--- config.mk ---
export PLATFORM = sky130hd
export DESIGN_NAME = calc_sequencer
export DESIGN_NICKNAME = d
export VERILOG_FILES = /design/src/rtl/calc_pkg.sv /design/src/rtl/calc_sequencer_btn.sv /design/src/rtl/calc_sequencer.sv
export SDC_FILE = /design/constraint.sdc
export NUM_CORES = 1
export LEC_CHECK = 0
export ABC_AREA = 1
export BUFFER_PORTS_ARGS = -buffer_cell sky130_fd_sc_hd__buf_2
export CORE_MARGIN = 2
export CORE_UTILIZATION = 60
export CTS_BUF_LIST = sky130_fd_sc_hd__clkbuf_8 sky130_fd_sc_hd__clkbuf_16
export CTS_CLUSTER_DIAMETER = 50
export CTS_CLUSTER_SIZE = 20
export DETAILED_ROUTE_END_ITERATION = 7
export PLACE_DENSITY = 0.78
export SETUP_SLACK_MARGIN = 0.3
export SYNTH_ARGS = -nofsm -noshare
export SYNTH_HDL_FRONTEND = slang
export SYNTH_HIERARCHICAL = 1
export SYNTH_SLANG_ARGS = --single-unit
--- constraint.sdc ---
create_clock -name clk -period 1.6 [get_ports clk]
set_input_delay 0.08 -clock clk [delete_from_list [all_inputs] [get_ports clk]]
set_output_delay 0.08 -clock clk [all_outputs]
set_load 0.03 [all_outputs]
--- src/rtl/calc_pkg.sv ---
// rtl/calc_pkg.sv - shared types and constants for the calculator sequencer
package calc_pkg;

    localparam int DATA_W = 6;
    localparam int OP_W   = 2;

    localparam logic [1:0] PH_A   = 2'b00;
    localparam logic [1:0] PH_B   = 2'b01;
    localparam logic [1:0] PH_RUN = 2'b10;
    localparam logic [1:0] PH_ERR = 2'b11;

    typedef enum logic [2:0] {
        S_A,
        S_B,
        S_EXEC,
        S_SHOW,
        S_ERR
    } state_t;

    function automatic logic [1:0] phase_of(input state_t s);
        case (s)
            S_A:            return PH_A;
            S_B:            return PH_B;
            S_EXEC, S_SHOW: return PH_RUN;
            default:        return PH_ERR;
        endcase
    endfunction

endpackage

--- src/rtl/calc_sequencer_btn.sv ---
// rtl/calc_sequencer_btn.sv - button synchroniser, debouncer and press-pulse generator
module btn_debounce #(
    parameter int DEBOUNCE_CYCLES = 1_000_000
) (
    input  logic clk,
    input  logic rst_n,
    input  logic i_btn,
    output logic o_press
);

    localparam int               CNT_W    = $clog2(DEBOUNCE_CYCLES + 1);
    localparam logic [CNT_W-1:0] CNT_LAST = CNT_W'(DEBOUNCE_CYCLES - 1);

    logic             r_sync1;
    logic             r_sync2;
    logic             r_level;
    logic             r_level_d;
    logic             r_press;
    logic             r_armed;
    logic [1:0]       r_warm;
    logic [CNT_W-1:0] r_cnt;

    always_ff @(posedge clk) begin
        if (!rst_n) begin
            r_sync1   <= 1'b0;
            r_sync2   <= 1'b0;
            r_level   <= 1'b0;
            r_level_d <= 1'b0;
            r_press   <= 1'b0;
            r_armed   <= 1'b0;
            r_warm    <= 2'b00;
            r_cnt     <= '0;
        end else begin
            r_sync1   <= i_btn;
            r_sync2   <= r_sync1;
            r_warm    <= {r_warm[0], 1'b1};
            // A button held through reset must be seen released before it can press.
            r_armed   <= r_armed | (r_warm[1] & ~r_sync2);
            r_level_d <= r_level;
            r_press   <= r_level & ~r_level_d & r_armed;
            if (r_sync2 == r_level) begin
                r_cnt <= '0;
            end else if (r_cnt == CNT_LAST) begin
                r_level <= r_sync2;
                r_cnt   <= '0;
            end else begin
                r_cnt <= r_cnt + 1'b1;
            end
        end
    end

    assign o_press = r_press;

endmodule

--- src/rtl/calc_sequencer.sv ---
// rtl/calc_sequencer.sv - operand entry, ALU handshake and display sequencing for the calculator
module calc_sequencer
    import calc_pkg::*;
#(
    parameter int DEBOUNCE_CYCLES = 1_000_000,
    parameter int ALU_TIMEOUT     = 15
) (
    input  logic              clk,
    input  logic              rst_n,
    input  logic [DATA_W-1:0] sw_value,
    input  logic [OP_W-1:0]   sw_op,
    input  logic              btn_enter,
    input  logic              btn_mode,
    input  logic              btn_clear,
    output logic [DATA_W-1:0] alu_a,
    output logic [DATA_W-1:0] alu_b,
    output logic [OP_W-1:0]   alu_op,
    output logic              alu_start,
    input  logic [DATA_W-1:0] alu_result,
    input  logic              alu_valid,
    input  logic              alu_overflow,
    output logic [DATA_W-1:0] disp_data,
    output logic              disp_mode,
    output logic [1:0]        phase,
    output logic              err
);

    localparam int             TMR_W    = $clog2(ALU_TIMEOUT + 1);
    localparam logic [TMR_W-1:0] TMR_END = TMR_W'(ALU_TIMEOUT);

    state_t            r_state;
    state_t            w_next_state;
    logic [DATA_W-1:0] r_a;
    logic [DATA_W-1:0] r_b;
    logic [OP_W-1:0]   r_op;
    logic [DATA_W-1:0] r_res;
    logic [TMR_W-1:0]  r_timer;
    logic              r_start;
    logic [DATA_W-1:0] r_disp;
    logic              r_mode;
    logic              w_enter;
    logic              w_mode_p;
    logic              w_clear;
    logic [1:0]        w_phase;
    logic              w_err;

    btn_debounce #(.DEBOUNCE_CYCLES(DEBOUNCE_CYCLES)) u_enter (
        .clk(clk), .rst_n(rst_n), .i_btn(btn_enter), .o_press(w_enter)
    );
    btn_debounce #(.DEBOUNCE_CYCLES(DEBOUNCE_CYCLES)) u_mode (
        .clk(clk), .rst_n(rst_n), .i_btn(btn_mode), .o_press(w_mode_p)
    );
    btn_debounce #(.DEBOUNCE_CYCLES(DEBOUNCE_CYCLES)) u_clear (
        .clk(clk), .rst_n(rst_n), .i_btn(btn_clear), .o_press(w_clear)
    );

    always_ff @(posedge clk) begin
        if (!rst_n) begin
            r_state <= S_A;
        end else begin
            r_state <= w_next_state;
        end
    end

    always_comb begin
        w_next_state = r_state;
        if (w_clear) begin
            w_next_state = S_A;
        end else begin
            case (r_state)
                S_A:    if (w_enter) w_next_state = S_B;
                S_B:    if (w_enter) w_next_state = S_EXEC;
                S_EXEC: begin
                    if (alu_valid) begin
                        w_next_state = alu_overflow ? S_ERR : S_SHOW;
                    end else if (r_timer == TMR_END) begin
                        w_next_state = S_ERR;
                    end
                end
                S_SHOW: if (w_enter) w_next_state = S_B;
                S_ERR:  w_next_state = S_ERR;
                default: w_next_state = S_A;
            endcase
        end
    end

    always_comb begin
        w_phase = phase_of(r_state);
        w_err   = (r_state == S_ERR);
    end

    always_ff @(posedge clk) begin
        if (!rst_n) begin
            r_a     <= '0;
            r_b     <= '0;
            r_op    <= '0;
            r_res   <= '0;
            r_timer <= '0;
            r_start <= 1'b0;
            r_disp  <= '0;
            r_mode  <= 1'b0;
        end else begin
            r_start <= (r_state == S_B) && w_enter && !w_clear;
            if (w_mode_p) begin
                r_mode <= ~r_mode;
            end
            if (w_clear) begin
                r_a     <= '0;
                r_b     <= '0;
                r_op    <= '0;
                r_res   <= '0;
                r_timer <= '0;
            end else begin
                case (r_state)
                    S_A: if (w_enter) r_a <= sw_value;
                    S_B: begin
                        if (w_enter) begin
                            r_b     <= sw_value;
                            r_op    <= sw_op;
                            r_timer <= '0;
                        end
                    end
                    S_EXEC: begin
                        if (alu_valid) begin
                            r_res <= alu_result;
                        end else if (r_timer != TMR_END) begin
                            r_timer <= r_timer + 1'b1;
                        end
                    end
                    S_SHOW: if (w_enter) r_a <= r_res;
                    default: ;
                endcase
            end
            // Display follows the state being entered so it lines up with phase.
            case (w_next_state)
                S_A, S_B: r_disp <= sw_value;
                S_SHOW:   r_disp <= (r_state == S_SHOW) ? r_res : alu_result;
                S_ERR:    r_disp <= '0;
                default:  r_disp <= r_disp;
            endcase
        end
    end

    assign alu_a     = r_a;
    assign alu_b     = r_b;
    assign alu_op    = r_op;
    assign alu_start = r_start;
    assign disp_data = r_disp;
    assign disp_mode = r_mode;
    assign phase     = w_phase;
    assign err       = w_err;

endmodule

==> results of run 1 <==
==> kinds of logic (layout without fill, tap and decap cells) <==
| family | after synthesis | count (layout) | share of synthesized area |
|---|---|---|---|
| adder cells (fa/ha/maj) | 4 | 4 | 0.00871 |
| XOR/XNOR | 29 | 29 | 0.0442 |
| AO/OA/AOI/OAI | 66 | 66 | 0.0666 |
| AND/OR/NAND/NOR | 472 | 474 | 0.389 |
| buffers and inverters | 108 | 251 | 0.0773 |
| flip-flops | 119 | 119 | 0.414 |
==> worst max-delay path: stages, from the launching register on <==
cell	delay (ns)
dfxtp_4	0.44
nor2_4	0.08
nand2_1	0.10
nand2_2	0.08
nand2_2	0.12
inv_2	0.08
nor2_8	0.17
nand3_4	0.15
nand3_1	0.15
nand2_1	0.08
inv_1	0.08
==> path summary, 6_finish.rpt <==
kind,start,to,cells after the start
setup reg to reg,r_state[1],disp_data[1],10
hold / removal,rst_n,u_mode/r_sync1,4
hold reg to reg,u_mode/r_level_d,u_mode/o_press,1
setup / recovery,r_state[1],disp_data[1],10
==> area by class of cell <==
class	instances	area (sq um)
clock buffers	19	442
clock inverters	13	203
fillers	388	922
inverters	95	377
multi-input cells	573	3620
flip-flops and latches	119	2450
well taps	129	161
repair buffers	123	1100
repair inverters	1	7.51
==> state kept, by name, indices dropped and copies added, names as in the netlist, 2 cells and up <==
signal          cells
u_enter/r_cnt      20
u_clear/r_cnt      20
r_state             3
r_timer             4
r_res               6
u_enter/r_warm      2
u_clear/r_warm      2
disp_data           6
alu_b               6
u_mode/r_warm       2
u_mode/r_cnt       20
alu_a               6
alu_op              2
==> per-layer routing <==
metal | up-vias | share of wire
met2 | 467 | 0.49
li1 | 2802 | -
met1 | 2987 | 0.34
met4 | 0 | 0.075
met5 | - | 0
met3 | 188 | 0.091
==> placed cells by master, fill, tap and decap left out, types with 14 or more instances in the layout <==
| master | netlist | routed |
|---|---|---|
| nor2_4 | 15 | 40 |
| buf_4 | 6 | 37 |
| inv_1 | 81 | 76 |
| a21oi_2 | 6 | 21 |
| nor2_1 | 120 | 70 |
| dfxtp_1 | 119 | 83 |
| o21ai_0 | 24 | 17 |
| nor2_2 | 15 | 41 |
| buf_6 | 0 | 14 |
| nand2_2 | 12 | 24 |
| nand2_1 | 203 | 183 |
| nand4_1 | 25 | 25 |
| nand3_2 | 14 | 21 |
| clkbuf_16 | 0 | 21 |
| dlygate4sd3_1 | 0 | 19 |
| nand3_1 | 50 | 35 |
| buf_2 | 4 | 42 |
| dfxtp_2 | 0 | 28 |
==> per-stage QoR <==
stage / cell area, sq um / setup slack [ns] / TNS [ns]
6_report: 8360 / -0.00109 / -0.00109
5_1_grt: 8360 / -0.0452 / -0.146
2_1_floorplan: 5770 / 0.301 / 0
3_5_place_dp: 6190 / 0.120 / 0
4_1_cts: 7440 / 0.175 / 0
3_3_place_gp: 6190 / 0.173 / 0
==> what timing repair did <==
action / 4_1_cts / 5_1_grt
cloned: 4 / 8
buffers inserted: 17 / 22
setup endpoints to repair: 81 / 85
hold endpoints to repair: 35 / 0
resized for setup: 59 / 182
pin swaps: 14 / 54
hold buffers: 19 / 0
==> where the power goes <==
part           internal [uW]  total (uW)  switching, uW
Clock                   2760        4210           1450
Combinational            150         385            235
Sequential              2990        3010           25.0
Total                   5900        7600           1710
==> flow_summary.ini, run 1 <==
[detailed_routing]
drt_wl_total_um = 21000
drt_iter0_markers = 564
drt_first_pass_iters = 8
postRouteAntennaNets = 0
num_vias = 6444
drc = 0
vias_per_cell = 6.01
wl_per_cell_um = 19.6

[synth]
yosysTopAreaCell = dfxtp_1
seq_area_frac_synth = 0.414
synth_top_area_frac = 0.414
synthTopCellsByCount = 203 x nand2_1, 120 x nor2_1, 119 x dfxtp_1
syn_avg_cell_area_sq_um = 7.20
postSynthCellCount = 798
synth_most_common_cell = nand2_1
synth_seq_cells = 119
netlist_area_sq_um = 5750
synth_ff_type = dfxtp_1
ys_warn_count = 6
synthesis.nets = 823
synth_edf_count = 0
synth_cell_types = 32
async_flop_share = 0
netlist_top_cells_area = dfxtp_1 41%, nand2_1 13%, nor2_1 7.8%

[place]
gp_congestion = 0.898
place_inst = 970
dpl.hpwl_um = 8740
io_buffer_count = 45

[power]
powerDensity_nw_per_um2 = 909
vdd_drop_max_mv = 0.785
leakagePower_uw = 0.00327
power.total_uw = 7600

[finish]
diodes = 0
instances_no_fill = 1072
syn_to_final_growth_pct = 45.5
nets = 955
fin_util = 0.901
drive_gt1_frac = 0.402

[timing]
hold_viol = 0
rsz0062_at_grt = true
relSlewSlack = 0.645
setup_violations = 1
slew_violations = 0
fmax_mhz = 625
fin_ws_ns = -0.00109
hold_slack_ns = 0.0538
clock_skew_ns = 0.00766
tightest_slew_ns = 0.532
layout_min_cycle_time_ns = 1.60
fin_crit_sh = 1.00

[grt]
use_met1 = 0.341
grt_max_degree = 22
grt_first_pass_wirelength_um = 25100
grt_usage = 0.305
grt_busiest_layer = met2
grt_overflow = 0
use_met2 = 0.539
grt_use_met3 = 0.0759
grt_pass1_vias = 5605
antenna_found_initial = 0

[floorplanning]
rows = 35
initial_core_util = 0.619
dieHeight_um = 102
die_w_um = 102
die_area_sq_um = 10400
ioPinCount = 46
coreArea_sq_um = 9280

[clock_network]
clk_pin_slew_worst_paths_ns = 0.06
cts_tree = built
cts_max_level = 4
clock_latency_ns = 0.52
clkSinkCount = 119
clockRootBuffer = clkbuf_8
cts_buffers = 17
clockBufferDepth = 2

[setup_path]
arrival_ns = 2.06
path_class = flip-flop to flip-flop
worstPathRequired_ns = 2.06
ff2ff_setup_slack_ns = -0.001
cp-end-kind = flip-flop
crit_fanout = 8
critPathLaunchType = flip-flop

[run]
drv_cap = 0

[hold_path]
hold_class = input pin to flip-flop

[status]
violations = setup timing
status = finished with violations
Note: power is estimated with default switching activity, not from simulation.
==> run 2: changes to the inputs <==
--- a/config.mk
+++ b/config.mk
@@ -13,6 +13,7 @@
 export CTS_CLUSTER_DIAMETER = 50
 export CTS_CLUSTER_SIZE = 20
 export DETAILED_ROUTE_END_ITERATION = 7
+export MAX_ROUTING_LAYER = met4
 export PLACE_DENSITY = 0.78
 export SETUP_SLACK_MARGIN = 0.3
 export SYNTH_ARGS = -nofsm -noshare
==> flow_summary.ini, run 2 (same netlist as run 1, synthesis figures left out) <==
[status]
status = finished with violations
violations = setup timing

[detailed_routing]
drt_first_pass_iters = 8
drc = 0
num_vias = 6514
wl_per_cell_um = 19.4
drt_iter0_markers = 586
drt_wl_total_um = 20900
vias_per_cell = 6.03
postRouteAntennaNets = 0

[finish]
final_common_cell = nand2_1
largestRegisters = u_clear/r_cnt: 20 flops, u_enter/r_cnt: 20 flops, u_mode/r_cnt: 20 flops
final_cell_mix = 181 x nand2_1, 77 x nor2_1, 74 x dfxtp_1
drive_gt1_frac = 0.412
nets = 965
diodes = 0
syn_to_final_growth_pct = 45.1
fin_util = 0.898

[floorplanning]
die_w_um = 102
initial_core_util = 0.619
rows = 35
die_area_sq_um = 10400
ioPinCount = 46
coreArea_sq_um = 9280
dieHeight_um = 102

[clock_network]
clockRootBuffer = clkbuf_8
clockBufferDepth = 2
clk_pin_slew_worst_paths_ns = 0.06
cts_buffers = 17
cts_tree = built
clock_latency_ns = 0.52
cts_max_level = 4
clkSinkCount = 119

[timing]
hold_viol = 0
layout_min_cycle_time_ns = 1.60
setup_violations = 1
fin_crit_sh = 1.00
fin_ws_ns = -0.00438
clock_skew_ns = 0.0128
fmax_mhz = 623
tightest_slew_ns = 0.511
rsz0062_at_grt = true
relSlewSlack = 0.659
slew_violations = 0

[power]
leakagePower_uw = 0.00330
vdd_drop_max_mv = 0.859
power.total_uw = 7150
powerDensity_nw_per_um2 = 858

[setup_path]
path_class = flip-flop to flip-flop
critPathLaunchType = flip-flop
cpPeakStageDelay_ns = 0.36
worstPathRequired_ns = 2.02
arrival_ns = 2.02
cp-end-kind = flip-flop
crit_top_cell = nand2_2
crit_fanout = 7
slowest_stage = dfxtp_4
crit_chain = ha_4 > nand2_4 > nor2_4 > nand2_2 > nand2_2 > nand2_2 > nand2_2 > nand2_4 > nand3_1 > nand3_1 > nand2_1 > inv_1

[grt]
grt_pass1_vias = 5442
grt_overflow = 0
grt_max_degree = 21
grt_usage = 0.302
grt_first_pass_wirelength_um = 24200
antenna_found_initial = 0

[place]
gp_congestion = 0.923
io_buffer_count = 45
dpl.hpwl_um = 8890

[run]
drv_cap = 0

[hold_path]
hold_class = input pin to flip-flop
[run 2: metal layers]
metal  wire [um]  track usage  share of wire
met1        7750        0.345           0.37
met2        9980        0.511           0.48
met3        2120       0.0616           0.10
met4        1060        0.137          0.050
met5           0            -              0
[run 2: repair_timing]
item | CTS | global route
setup buffers | 19 | 28
gates resized for setup | 72 | 170
hold endpoints to repair | 36 | 8
cloned | 2 | 10
hold buffers | 18 | 4
pin swaps | 18 | 46
setup endpoints to repair | 81 | 85
[run 2: final timing paths]
| path | depth (start not counted) | from | slack (ns) | end |
|---|---|---|---|---|
| hold reg to reg | 1 | u_mode/r_level_d | 0.40 | u_mode/o_press |
| hold / removal | 5 | alu_valid | 0.19 | r_res[5] |
| setup / recovery | 12 | r_timer[0] | -0.004 | disp_data[4] |
| setup reg to reg | 12 | r_timer[0] | -0.004 | disp_data[4] |
[run 2: layout make-up]
class | count | area [sq um]
Inverter | 95 | 379
Fill cell | 408 | 946
Clock inverter | 9 | 101
Timing Repair inverter | 1 | 7.51
Multi-Input combinational cell | 573 | 3580
Timing Repair Buffer | 133 | 1160
Sequential cell | 119 | 2480
Tap cell | 129 | 161
Clock buffer | 21 | 469
[run 2: through the flow]
| stage | setup slack [ns] | hold slack, ns | setup TNS (ns) | instance area [sq um] | cells |
|---|---|---|---|---|---|
| 2_1_floorplan | 0.301 | 0.108 | 0 | 5770 | 798 |
| 3_3_place_gp | 0.171 | 0.262 | 0 | 6190 | 970 |
| 3_5_place_dp | 0.127 | 0.267 | 0 | 6190 | 970 |
| 4_1_cts | 0.197 | 0.0912 | 0 | 7370 | 1039 |
| 5_1_grt | -0.0255 | 0.177 | -0.0677 | 8340 | 1080 |
| 6_report | -0.00438 | 0.185 | -0.00438 | 8340 | 1080 |
[run 2: critical path: cells and delay by family (launching register included)]
family | cells | cell delay, ns
AND/OR/NAND/NOR | 10 | 0.90
flip-flops | 1 | 0.36
adder cells (fa/ha/maj) | 1 | 0.18
buffers and inverters | 1 | 0.05
[run 2: power by group]
part / internal [uW] / leakage [uW] / switching (uW)
Sequential: 2970 / 0.000992 / 24.5
Combinational: 169 / 0.00203 / 235
Clock: 2350 / 0.000279 / 1400
==> run 3: changes to the inputs <==
--- a/config.mk
+++ b/config.mk
@@ -14,7 +14,7 @@
 export CTS_CLUSTER_SIZE = 20
 export DETAILED_ROUTE_END_ITERATION = 7
 export MAX_ROUTING_LAYER = met4
-export PLACE_DENSITY = 0.78
+export PLACE_DENSITY = 0.8
 export SETUP_SLACK_MARGIN = 0.3
 export SYNTH_ARGS = -nofsm -noshare
 export SYNTH_HDL_FRONTEND = slang
==> flow_summary.ini, run 3 (same netlist as run 1, synthesis figures left out) <==
[status]
status = finished with violations
violations = setup timing

[floorplanning]
ioPinCount = 46
dieHeight_um = 102
die_area_sq_um = 10400
rows = 35
die_w_um = 102
coreArea_sq_um = 9280
initial_core_util = 0.619

[power]
power.total_uw = 7400
swShare = 0.232
vdd_drop_max_mv = 0.823
intPower_uw = 5680
leakagePower_uw = 0.00325
powerDensity_nw_per_um2 = 894
switchingPower_uw = 1720
seqPwrFrac = 0.407
p_clk_frac = 0.539
pwr-share-comb = 0.054

[setup_path]
crit_start = r_timer[1]
worstSetupEndpoint = disp_data[4]
crit_fanout = 7
arrival_ns = 2.17
worstPathRequired_ns = 2.01
cp-end-kind = flip-flop
rr_startpoint = r_timer[1]
r2r_end = disp_data[4]
ff2ff_setup_slack_ns = -0.16
critPathLaunchType = flip-flop
reg2reg_depth = 12
path_class = flip-flop to flip-flop

[detailed_routing]
drt_first_pass_iters = 8
postRouteAntennaNets = 0
wl_per_cell_um = 20.8
drt_wl_total_um = 22300
drc = 0
vias_per_cell = 6.23
num_vias = 6693
drt_iter0_markers = 612

[grt]
grt_usage = 0.312
grt_first_pass_wirelength_um = 24900
use_met1 = 0.349
grt_pass1_vias = 5528
grt_max_degree = 21
use_met2 = 0.536
grt_busiest_layer = met2
grt_use_met3 = 0.0657
antenna_found_initial = 2
grt_overflow = 0

[finish]
final_cell_mix = 182 x nand2_1, 88 x dfxtp_1, 79 x nor2_1
largestRegisters = u_clear/r_cnt: 20 flops, u_enter/r_cnt: 20 flops, u_mode/r_cnt: 20 flops
nets = 956
seq_area_sq_um = 2440
drive_gt1_frac = 0.379
nFillCells = 370
multiInputGateArea_sq_um = 3520
final_common_cell = nand2_1
instances_no_fill = 1075
syn_to_final_growth_pct = 44.0
post-route-cell-area_sq_um = 8280

[timing]
hold_viol = 0
relSlewSlack = 0.528
layout_min_cycle_time_ns = 1.76
fin_ws_ns = -0.156
clock_skew_ns = 0.00767
rsz0062_at_grt = true
slew_violations = 0
fmax_mhz = 569
fin_crit_sh = 1.10
setup_violations = 10
tightest_slew_ns = 0.707

[place]
place_area_sq_um = 6190
place_inst = 971
place_ws_ns = 0.0806
gp_congestion = 0.912
dpl.hpwl_um = 8890
io_buffer_count = 45

[run]
drv_cap = 0

[clock_network]
clock_latency_ns = 0.53
clockRootBuffer = clkbuf_8
cts_buffers = 17
clk_pin_slew_worst_paths_ns = 0.06
cts_max_level = 4
cts_tree = built
clockBufferDepth = 2
clkSinkCount = 119

[hold_path]
hold_class = input pin to flip-flop
## run 3: per-stage QoR
stage / hold WS (ns) / util / setup TNS (ns)
final: 0.193 / 0.891 / -0.675
after global routing: 0.199 / 0.891 / -1.08
after CTS: 0.148 / 0.797 / 0
after detailed placement: 0.274 / 0.666 / 0
after global placement: 0.269 / 0.666 / 0
after floorplan: 0.108 / - / 0
## run 3: power by group through the flow
stage | Combinational (uW) | Clock (uW) | Sequential (uW)
finish | 402 | 3980 | 3010
global route | 418 | 4090 | 3010
CTS | 293 | 3930 | 3010
detailed placement | 235 | 0 | 3080
global placement | 227 | 0 | 3080
floorplan | 130 | 0 | 3090
## run 3: worst min-delay path by stage
stage | start | to | slack [ns] | cells after the start
2_1_floorplan | rst_n | u_clear/r_warm[0] | 0.11 | 0
3_3_place_gp | btn_enter | u_enter/r_sync1 | 0.27 | 3
3_5_place_dp | btn_enter | u_enter/r_sync1 | 0.27 | 3
4_1_cts | alu_overflow | r_state[2] | 0.15 | 7
5_1_grt | rst_n | r_state[2] | 0.20 | 4
6_report | rst_n | r_state[2] | 0.19 | 4
## run 3: critical path: stages, from the launching register on
cell	delay (ns)
dfxtp_2	0.36
ha_4	0.20
nand2_4	0.09
nor2_4	0.09
nand2_2	0.09
nand2_1	0.11
nand2_1	0.09
nand2_2	0.10
nand2_4	0.08
nand3_1	0.12
nand3_1	0.12
nand2_1	0.12
inv_1	0.07
## run 3: cell type report
class,count,area share
Multi-Input combinational cell,572,0.426
Sequential cell,119,0.295
Timing Repair Buffer,125,0.138
Clock buffer,21,0.0567
Inverter,95,0.0458
Tap cell,129,0.0195
Clock inverter,11,0.0177
Timing Repair inverter,1,0.000907
Antenna cell,2,0.000605
## run 3: what timing repair did
action / CTS / global route
gates cloned: 2 / 8
endpoints found under the setup margin: 81 / 97
gates resized for setup: 60 / 170
hold buffers: 20 / 0
endpoints found under the hold margin: 31 / 0
pin swaps: 22 / 57
setup buffers: 21 / 19
## run 3: per-layer routing
layer,wire length [um],share of wire
met2,10500,0.47
met5,0,0
met1,7430,0.33
met3,2470,0.11
met4,1920,0.086
